**src/rtl/alu_exec_stage.sv**
```systemverilog
// Execute stage: applies ALUOP to ID/EX operands and registers result, flags and forwarded control into EX/MEM.
// Optional signed-overflow flag enabled by defining ALU_OVF_EN; otherwise ovf is tied to 0.
module alu_exec_stage #(
  parameter int DATA_W     = 16,
  parameter int REG_ADDR_W = 3,
  parameter int COUNT_W    = 16
) (
  input  logic                  clk,
  input  logic                  rst_n,
  input  logic                  in_valid,
  input  logic [2:0]            alu_op,
  input  logic [DATA_W-1:0]     src_a,
  input  logic [DATA_W-1:0]     src_b,
  input  logic [REG_ADDR_W-1:0] rd_in,
  input  logic                  reg_write_in,
  input  logic                  mem_read_in,
  input  logic                  mem_write_in,
  input  logic [DATA_W-1:0]     store_data_in,
  input  logic                  stall,
  input  logic                  flush,
  input  logic                  cnt_clr,
  output logic                  out_valid,
  output logic [DATA_W-1:0]     alu_result,
  output logic                  zero,
  output logic                  illegal_op,
  output logic [REG_ADDR_W-1:0] rd_out,
  output logic                  reg_write_out,
  output logic                  mem_read_out,
  output logic                  mem_write_out,
  output logic [DATA_W-1:0]     store_data_out,
  output logic [COUNT_W-1:0]    op_count,
  output logic                  ovf
);

  localparam logic [2:0] OP_ADD = 3'b000;
  localparam logic [2:0] OP_SUB = 3'b001;
  localparam logic [2:0] OP_OR  = 3'b010;
  localparam logic [2:0] OP_NOR = 3'b011;
  localparam logic [2:0] OP_AND = 3'b100;

  logic signed [DATA_W-1:0] w_a_p0;
  logic signed [DATA_W-1:0] w_b_p0;
  logic signed [DATA_W-1:0] w_result_p0;
  logic                     w_illegal_p0;
  logic                     w_capture_p0;
  logic                     w_bubble_p0;

  logic                  r_vld_p1;
  logic [DATA_W-1:0]     r_result_p1;
  logic                  r_zero_p1;
  logic                  r_illegal_p1;
  logic [REG_ADDR_W-1:0] r_rd_p1;
  logic                  r_reg_write_p1;
  logic                  r_mem_read_p1;
  logic                  r_mem_write_p1;
  logic [DATA_W-1:0]     r_store_data_p1;
  logic [COUNT_W-1:0]    r_op_count;

  // Stage p0: combinational ALU on the ID/EX operands
  assign w_a_p0 = signed'(src_a);
  assign w_b_p0 = signed'(src_b);

  always_comb begin
    w_result_p0  = '0;
    w_illegal_p0 = 1'b0;
    case (alu_op)
      OP_ADD:  w_result_p0 = w_a_p0 + w_b_p0;
      OP_SUB:  w_result_p0 = w_a_p0 - w_b_p0;
      OP_OR:   w_result_p0 = w_a_p0 | w_b_p0;
      OP_NOR:  w_result_p0 = ~(w_a_p0 | w_b_p0);
      OP_AND:  w_result_p0 = w_a_p0 & w_b_p0;
      default: w_illegal_p0 = 1'b1;
    endcase
  end

  assign w_capture_p0 = !flush && !stall && in_valid;
  assign w_bubble_p0  = flush || (!stall && !in_valid);

  // Stage p1: EX/MEM register; flush outranks stall, stall outranks capture/bubble
  always_ff @(posedge clk or negedge rst_n) begin
    if (!rst_n) begin
      r_vld_p1        <= 1'b0;
      r_result_p1     <= '0;
      r_zero_p1       <= 1'b0;
      r_illegal_p1    <= 1'b0;
      r_rd_p1         <= '0;
      r_reg_write_p1  <= 1'b0;
      r_mem_read_p1   <= 1'b0;
      r_mem_write_p1  <= 1'b0;
      r_store_data_p1 <= '0;
    end else if (w_bubble_p0) begin
      r_vld_p1        <= 1'b0;
      r_result_p1     <= '0;
      r_zero_p1       <= 1'b1;
      r_illegal_p1    <= 1'b0;
      r_rd_p1         <= '0;
      r_reg_write_p1  <= 1'b0;
      r_mem_read_p1   <= 1'b0;
      r_mem_write_p1  <= 1'b0;
      r_store_data_p1 <= '0;
    end else if (w_capture_p0) begin
      r_vld_p1        <= 1'b1;
      r_result_p1     <= w_result_p0;
      r_zero_p1       <= (w_result_p0 == '0);
      r_illegal_p1    <= w_illegal_p0;
      r_rd_p1         <= rd_in;
      // Illegal slots stay visible to hazard logic but must not write anything.
      r_reg_write_p1  <= reg_write_in & ~w_illegal_p0;
      r_mem_read_p1   <= mem_read_in  & ~w_illegal_p0;
      r_mem_write_p1  <= mem_write_in & ~w_illegal_p0;
      r_store_data_p1 <= store_data_in;
    end
  end

  always_ff @(posedge clk or negedge rst_n) begin
    if (!rst_n) begin
      r_op_count <= '0;
    end else if (cnt_clr) begin
      r_op_count <= '0;
    end else if (w_capture_p0) begin
      r_op_count <= r_op_count + 1'b1;
    end
  end

`ifdef ALU_OVF_EN
  logic r_ovf_p1;

  function automatic logic calc_ovf(input logic [2:0] op,
                                    input logic signed [DATA_W-1:0] a,
                                    input logic signed [DATA_W-1:0] b,
                                    input logic signed [DATA_W-1:0] r);
    logic v;
    v = 1'b0;
    if (op == OP_ADD)
      v = (a[DATA_W-1] == b[DATA_W-1]) && (r[DATA_W-1] != a[DATA_W-1]);
    else if (op == OP_SUB)
      v = (a[DATA_W-1] != b[DATA_W-1]) && (r[DATA_W-1] != a[DATA_W-1]);
    return v;
  endfunction

  always_ff @(posedge clk or negedge rst_n) begin
    if (!rst_n)
      r_ovf_p1 <= 1'b0;
    else if (w_bubble_p0)
      r_ovf_p1 <= 1'b0;
    else if (w_capture_p0)
      r_ovf_p1 <= calc_ovf(alu_op, w_a_p0, w_b_p0, w_result_p0);
  end

  assign ovf = r_ovf_p1;
`else
  assign ovf = 1'b0;
`endif

  assign out_valid      = r_vld_p1;
  assign alu_result     = r_result_p1;
  assign zero           = r_zero_p1;
  assign illegal_op     = r_illegal_p1;
  assign rd_out         = r_rd_p1;
  assign reg_write_out  = r_reg_write_p1;
  assign mem_read_out   = r_mem_read_p1;
  assign mem_write_out  = r_mem_write_p1;
  assign store_data_out = r_store_data_p1;
  assign op_count       = r_op_count;

endmodule

```
**config.mk**
```make
export PLATFORM = sky130hd
export DESIGN_NAME = alu_exec_stage
export DESIGN_NICKNAME = d
export VERILOG_FILES = /design/src/rtl/alu_exec_stage.sv
export SDC_FILE = /design/constraint.sdc
export NUM_CORES = 1
export LEC_CHECK = 0
export ABC_CLOCK_PERIOD_IN_PS = 1900
export CORE_ASPECT_RATIO = 1.1
export CORE_UTILIZATION = 48
export DETAILED_ROUTE_END_ITERATION = 16
export PLACE_DENSITY = 0.78
export RECOVER_POWER = 25
export SETUP_SLACK_MARGIN = 0.1
export SLEW_MARGIN = 20
export SYNTH_ARGS = -nofsm -noshare
export SYNTH_HDL_FRONTEND = slang
export SYNTH_SLANG_ARGS = --single-unit
```
**constraint.sdc**
```tcl
create_clock -name clk -period 1.9 [get_ports clk]
set_clock_uncertainty 0.15 [all_clocks]
set_input_delay 0.38 -clock clk [delete_from_list [all_inputs] [get_ports clk]]
set_output_delay 0.38 -clock clk [all_outputs]
set_load 0.1 [all_outputs]
```
==> metrics, run 1 <==
Synth Warn #=0; top cells by area, synth=dfrtp_1 36%, a22o_1 6.4%, ha_1 6.0%, xnor2_1 4.4%, a21oi_1 4.0%; I/O Pins=121; Gate Count Post-Synth=446; Post-Synth Simple-Gate Area=19.8%; # H-tree levels=3; status=stopped before the end; number of synthesized register bits=57; Synth top area share=35.9%; Mapped Avg Cell Area=8.91 um2; register area share after synthesis=35.9%; Post-Synthesis Cell Area=3970 um2; Top FF cell, synth=dfrtp_1; Post-synth EDFFs=0; WEP type=sequential cell input; clk sinks=57; Die Height=97.4 um; asr flop ratio synth=100%; Die Wd=88.8 um; buffers added on ports=119; Mapped Nets=529; number of core rows=34; CTS Root Cell=clkbuf_8; First Error=[ERROR DPL-0038] Utilization greater than 100%, impossible to legalize; mux cell area share after synthesis=0.504%; Starting Density=50.0%; placed cell count=756; Crit. endpoint post-GRT repair=zero$_DFFE_PN0P_/D; post-synthesis cell type count=65; Synth area leader=dfrtp_1; largest net degree at the start of global routing=58; largest family of logic cells by synthesized area=compound AO/OA/AOI/OAI gates; Synth Area in Compound Gates=25.3%; Post-Synth XOR/XNOR Area=8.38%; Fail Step=5_1_grt; CTS buffer count=9; clk buf depth=2; routability cong.=0.954; post-DP HPWL=11200 um; Adder-Cell Fraction of Synth Area=6.49%
## stage by stage
stage,area (um2),TNS [ns],setup WS [ns]
4_1_cts,7380,-11.71,-1.34
3_5_place_dp,6730,-34.76,-2.04
3_3_place_gp,6730,-30.25,-1.88
2_1_floorplan,4150,-13.37,-1.32
## cells in the mapped netlist (all sizes together) (5+ instances only)
master,count
a22o,29
o21ai,38
buf,5
nand3,19
nor2,34
nor2b,6
nor3,14
a21o,5
or3,6
a21oi,32
ha,19
xnor2,20
nand2,33
or2,6
xor2,18
dfrtp,57
clkbuf,18
inv,12
and2,5
a211oi,7
## timing repair
| item | 4_1_cts |
|---|---|
| gates cloned | 1 |
| setup endpoints to repair | 31 |
| pin swaps | 65 |
| setup buffers | 26 |
| hold buffers | 1 |
| gates resized for setup | 120 |
| hold endpoints to repair | 57 |
## logic make-up after synthesis
group,Yosys count
DFF,57
and+or+nand+nor,150
buffers and inverters,35
adders and majority gates,20
other,1
xor gates and xnor gates,38
AOI/OAI and AO/OA,143
muxes,2
==> inputs of run 2 (changes only) <==
- CORE_ASPECT_RATIO: 1.1 -> unset
- CORE_UTILIZATION: 48 -> 40
- PLACE_DENSITY: 0.78 -> unset
- PLACE_DENSITY_LB_ADDON: unset -> 0.15
- SETUP_SLACK_MARGIN: 0.1 -> unset
==> run 2 against run 1 <==
The flow now finishes, with violations (setup timing). Area after synthesis is the same. Synthesized cell count is the same.
==> metrics, run 2 <==
Top FF cell, synth=dfrtp_1; CTS tree=yes; Post-Synth XOR/XNOR Area=8.38% (unchanged); WHS=0.391 ns; Mapped Avg Cell Area=8.91 um2 (unchanged); final core utilization=80.7%; Non-Filler Instances=841; register area share after synthesis=35.9% (unchanged); clk buf depth=2 (unchanged); Setup-failing EPs final=15; CTS buffer count=9 (unchanged); Post-DP Area=6720 um2 (-0.20%); area of the multi-input gates=2970 um2; Reg power frac=28.9%; DR iter-0 viols=204; Switch Pwr=1.57 mW; placed cell count=778 (+2.9%); total chip power=4.46 mW; failing checks=setup timing; CP Class=primary input to flip-flop; global-route wire length before repair=22600 um; Area Growth Syn to Fin=96.7%; post-route worst setup slack=-1.36 ns; DR WL/cell=18.6 um; status=finished, violations left; crit path max fanout=6; fin nets=786; Post-Synth Simple-Gate Area=19.8% (unchanged); R2R cell count=5; I/O Pins=121 (unchanged); post-DP HPWL=10000 um (-11%); Worst-Skew Late Latency=0.33 ns; TNS Setup=-12.89 ns; antenna violations before repair=0; Worst R2R Start=op_count[3]; vias in the first global route=4704; switch share=35.1%; Starting Density=41.0% (-8.9 points); Worst-path clk slew=0.06 ns; Worst Setup End Kind=flip-flop; buffers added on ports=119 (unchanged); crit path time final=3.26 ns; Total Die Area=10300 um2; mux cell area share after synthesis=0.504% (unchanged); Gate Count Post-Synth=446 (unchanged); asr flop ratio synth=100% (unchanged); crit share post-route=171%; largest net degree at the start of global routing=58; CTS Root Cell=clkbuf_8; unrepaired setup endpoints after global routing=true; Die Height=102 um (+4.4%); worst hold path depth=2; All-Layer GR Usage=28.5%; final hold violations=0; Post-synth EDFFs=0 (unchanged); R2R Path End=op_count[12]; Clk network pwr share=24.4%; Startpoint Class=primary input; maxcap violations=0; arrival time at the worst endpoint=3.33 ns; hold path endpoint=illegal_op; commonest cells in the synthesized netlist=57 x dfrtp_1, 33 x nand2_1, 33 x nor2_1; DP Worst Slack=-2.01 ns (+0.0334 ns); Comb pwr share=46.7%; via count=4715; Synth top area share=35.9% (unchanged); post-route cell area=7820 um2; Rel. slew slack=48.1%; post-synthesis cell type count=65 (unchanged); Synth Warn #=0 (unchanged); FF/Latch Area=1460 um2; total wire length=15600 um; number of synthesized register bits=57 (unchanged); Fill cells=562; # H-tree levels=3 (unchanged); Synth area leader=dfrtp_1; Mapped Nets=529 (unchanged); ANT cells=0; most common cell in the netlist=dfrtp_1; drt via density=5.61; DRC=0; Hold/Removal Path Class=flip-flop to flip-flop; largest family of logic cells by synthesized area=compound AO/OA/AOI/OAI gates; Die Wd=102 um (+15%); post-route ant nets=0; most common cell after layout, fill and taps aside=buf_4; number of core rows=36 (+5.9%); clk sinks=57 (unchanged); total gr overflow=0; Power Dens Cells=571 nW/um2; Lkg Pwr=3.43 nW; commonest cells after routing, fill and taps aside=125 x buf_4, 58 x buf_12, 45 x clkdlybuf4s50_1; routability cong.=0.967 (+1.4%); worst slew pin tran=0.778 ns; Synth Area in Compound Gates=25.3% (unchanged); top cells by area, synth=dfrtp_1 36%, a22o_1 6.4%, ha_1 6.0%, xnor2_1 4.4%, a21oi_1 4.0%; Reg2Reg Setup Slack=0.14 ns; Post-Synthesis Cell Area=3970 um2 (unchanged); share of layout cells above drive strength 1=48.3%; max frequency=307 MHz; maximum VDD drop=0.333 mV; Max Transition Viols Final=0; drt first pass iters=5; Adder-Cell Fraction of Synth Area=6.49% (unchanged); HP Start=illegal_op; Worst Setup SP=alu_op[2]; Crit path required time=1.97 ns; core area=9680 um2; Pint=2.90 mW
[run 2: timing repair]
action	in CTS	in global routing
endpoints found under the setup margin	30	19
resized for setup	147	50
hold endpoints to repair	57	0
hold buffers	1	0
pin swaps	72	67
setup buffers	44	20
[run 2: worst max-delay path by stage]
stage / end / slack (ns) / cells after the start
5_1_grt: zero / -1.44 / 16
3_5_place_dp: zero / -2.01 / 15
2_1_floorplan: zero / -1.32 / 15
3_3_place_gp: zero / -1.89 / 13
6_report: zero / -1.36 / 16
4_1_cts: zero / -1.28 / 16
[run 2: area by class of cell]
cell class	count	area share, %
tap	133	2.13
multi-input combinational	354	38.0
clock inverter	3	0.512
inverter	12	0.672
clock buffer	13	1.91
sequential	57	18.7
timing repair buffer	269	38.1
[run 2: per-layer routing]
layer	routed length, um	GRT usage [%]	vias up	part of all wire, %
met5	0	0	-	0
met4	635	13.4	0	4.1
met1	6110	33.1	2269	39
li1	-	-	2151	-
met2	7800	51.2	228	50
met3	1060	4.42	67	6.8
[run 2: power by group through the flow]
stage                     Combinational (mW)  Clock (mW)  Sequential, mW
final                                   2.08        1.09            1.29
after global routing                    2.18        1.16            1.29
after CTS                               1.84        1.11            1.29
after detailed placement                1.57           0            1.31
after global placement                  1.55           0            1.31
after floorplan                        0.596           0            1.55
[run 2: kinds of logic (layout without fill, tap and decap cells)]
logic type / count (synthesis) / in the layout
multiplexers: 2 / 2
AO/OA/AOI/OAI: 143 / 143
AND/OR/NAND/NOR: 150 / 150
other: 1 / 1
XOR/XNOR: 38 / 38
adder cells (fa/ha/maj): 20 / 20
flip-flops: 57 / 57
buffers and inverters: 35 / 297
[run 2: worst max-delay path: stages]
cell	delay (ns)
buf_8	0.10
nor2_4	0.13
and2_4	0.21
buf_6	0.11
a21oi_4	0.03
xnor2_2	0.13
ha_1	0.34
a211oi_2	0.27
nand2_1	0.15
o41ai_4	0.39
buf_4	0.20
a21oi_4	0.04
and4b_1	0.21
nor3_2	0.17
nand4b_1	0.14
o41ai_2	0.31
No activity file was read; power rests on OpenSTA's default activity.
==> inputs of run 3 (changes only) <==
- CELL_PAD_IN_SITES_DETAIL_PLACEMENT: unset -> 2
- CELL_PAD_IN_SITES_GLOBAL_PLACEMENT: unset -> 2
- CORE_UTILIZATION: 40 -> 28
- GPL_TIMING_DRIVEN: unset -> 0
==> run 3 against run 2 <==
The flow still finishes with violations (setup timing). Combinational power shrank 15%. Sequential share of layout area grew 2.7 points. Power grew 4.9%. Flip-flop and latch count is the same. Final cell count shrank 3.0%. Global-route usage shrank 4.0 points. Routed wire length grew 21%. Clock power grew 50%. Sequential power is essentially flat. Cell area shrank 13%. Fmax shrank 3.4%. Highest routed layer unchanged.
==> metrics, run 3 (synthesis gave the netlist of run 2 again) <==
Reg2Reg Setup Slack=0.09 ns (-0.05 ns); All-Layer GR Usage=24.5% (-4.0 points); max frequency=296 MHz (-3.4%); Rel. slew slack=54.8% (+6.6 points); clk sinks=57 (unchanged); arrival time at the worst endpoint=3.45 ns (+0.12 ns); Worst-path clk slew=0.05 ns (about the same); failing checks=setup timing; R2R cell count=6 (+1); Clk network pwr share=34.9% (+10 points); Die Wd=121 um (+19%); number of core rows=43 (+19%); crit path time final=3.37 ns (+0.116 ns); Setup-failing EPs final=17 (+2); status=finished, violations left; Die Height=121 um (+19%); fin nets=714 (-9.2%); Hold/Removal Path Class=primary input to flip-flop; CTS buffer count=9 (unchanged); placed cell count=742 (-4.6%); Comb pwr share=37.8% (-8.9 points); global-route wire length before repair=27100 um (+20%); drt via density=5.42 (-3.3%); Fill cells=1430 (+150%); antenna violations before repair=0 (unchanged); DRC=0 (unchanged); CTS Root Cell=clkbuf_16; crit path max fanout=7 (+1); CP Cell Sequence=buf_6 > buf_6 > nor2_4 > and2_4 > a21oi_2 > xnor2_1 > ha_1 > a211oi_2 > nand2_1 > o41ai_4 > buf_4 > a21oi_4 > and4b_1 > nor3_4 > nand4b_1 > o41ai_2; cell mode on critical path=buf_6; DR iter-0 viols=235 (+15%); post-route cell area=6840 um2 (-13%); Total Die Area=14700 um2 (+42%); post-route ant nets=0 (unchanged); maximum VDD drop=0.550 mV (+65%); Area Growth Syn to Fin=72.0%; post-route worst setup slack=-1.47 ns (-0.116 ns); Switch Pwr=1.64 mW (+4.5%); core area=13900 um2 (+43%); Pint=3.04 mW (+5.1%); slowest CP cell=o41ai_4; buffers added on ports=115 (-3.4%); worst slew pin tran=0.679 ns (-0.0992 ns); ANT cells=0 (unchanged); Starting Density=28.6% (-12 points); Non-Filler Instances=816 (-3.0%); TNS Setup=-15.49 ns (-2.59 ns); DR WL/cell=23.1 um (+25%); total chip power=4.68 mW (+4.9%); # H-tree levels=3 (unchanged); Worst Setup End Kind=flip-flop; CTS tree=yes; clk buf depth=2 (unchanged); total wire length=18900 um (+21%); most common cell after layout, fill and taps aside=clkdlybuf4s15_2; Lkg Pwr=2.80 nW (-19%); vias in the first global route=4756 (+1.1%); total gr overflow=0 (unchanged); Worst-Skew Late Latency=0.33 ns (about the same); DP Worst Slack=-2.60 ns (-0.593 ns); Reg power frac=27.2% (-1.7 points); Worst path max stage delay=0.44 ns (+0.05 ns); largest net degree at the start of global routing=38 (-34%); worst hold path depth=3 (+1); I/O Pins=121 (unchanged); switch share=35.0% (-0.12 points); Post-DP Area=5520 um2 (-18%); Crit path required time=1.97 ns (about the same); final hold violations=0 (unchanged); commonest cells after routing, fill and taps aside=57 x clkdlybuf4s15_2, 54 x buf_4, 44 x dfrtp_1; routability cong.=0.841 (-13%); CP Class=primary input to flip-flop; Startpoint Class=primary input; via count=4422 (-6.2%); WHS=0.180 ns (-0.210 ns); post-DP HPWL=11600 um (+16%); unrepaired setup endpoints after global routing=true; drt first pass iters=4 (-1); crit share post-route=178% (+6.1 points); Power Dens Cells=685 nW/um2 (+20%); final core utilization=49.2% (-31 points); share of layout cells above drive strength 1=42.8% (-5.5 points); Max Transition Viols Final=0 (unchanged); maxcap violations=0 (unchanged)
==> run 3: cell count changes in the layout (fill, tap and decap cells not counted), sizes merged <==
cell	delta
clkdlybuf4s15	+57
buf	-142
clkdlybuf4s50	-4
dlygate4sd2	-2
clkbuf	+19
==> run 3: cell type report <==
class,count,area (um2),area share [%]
Buffer,21,136,2.00
Clock buffer,13,260,3.81
Clock inverter,3,40.0,0.586
Inverter,12,45.0,0.659
Multi-Input combinational cell,354,3000,43.9
Sequential cell,57,1460,21.3
Tap cell,180,225,3.29
Timing Repair Buffer,176,1670,24.4
==> run 3: per-layer routing <==
metal | share of wire, % | up-vias | GRT usage [%]
li1 | - | 2010 | -
met1 | 40 | 2261 | 28.3
met2 | 54 | 117 | 46.5
met3 | 3.0 | 34 | 2.96
met4 | 2.4 | 0 | 7.56
met5 | 0 | - | 0
==> run 3: timing repair <==
item / 4_1_cts / 5_1_grt
endpoints found under the hold margin: 20 / 0
buffers inserted: 44 / 20
pin swaps: 57 / 50
hold buffers: 1 / 0
gates resized for setup: 308 / 61
setup endpoints to repair: 113 / 25
==> run 3: power groups by stage <==
stage / clock, mW / sequential [mW] / combinational [mW]
6_report: 1.64 / 1.27 / 1.77
5_1_grt: 1.71 / 1.28 / 1.86
2_1_floorplan: 0 / 1.55 / 0.596
3_3_place_gp: 0 / 1.29 / 1.28
4_1_cts: 1.64 / 1.27 / 1.53
3_5_place_dp: 0 / 1.29 / 1.31
==> run 3: final timing paths <==
kind                               start       endpoint
max                            alu_op[2]           zero
min                                stall      out_valid
max reg2reg                  op_count[3]    op_count[9]
max in group asynchronous          rst_n    op_count[4]
min in group asynchronous          rst_n    op_count[0]
min reg2reg                alu_result[1]  alu_result[1]
==> run 3: worst max-delay path, delay by kind of cell <==
kind	cells	cell delay, ns
compound gates	5	1.04
xor+xnor	1	0.15
fa+ha+maj	1	0.38
buf+inv	3	0.40
simple gates	6	1.07
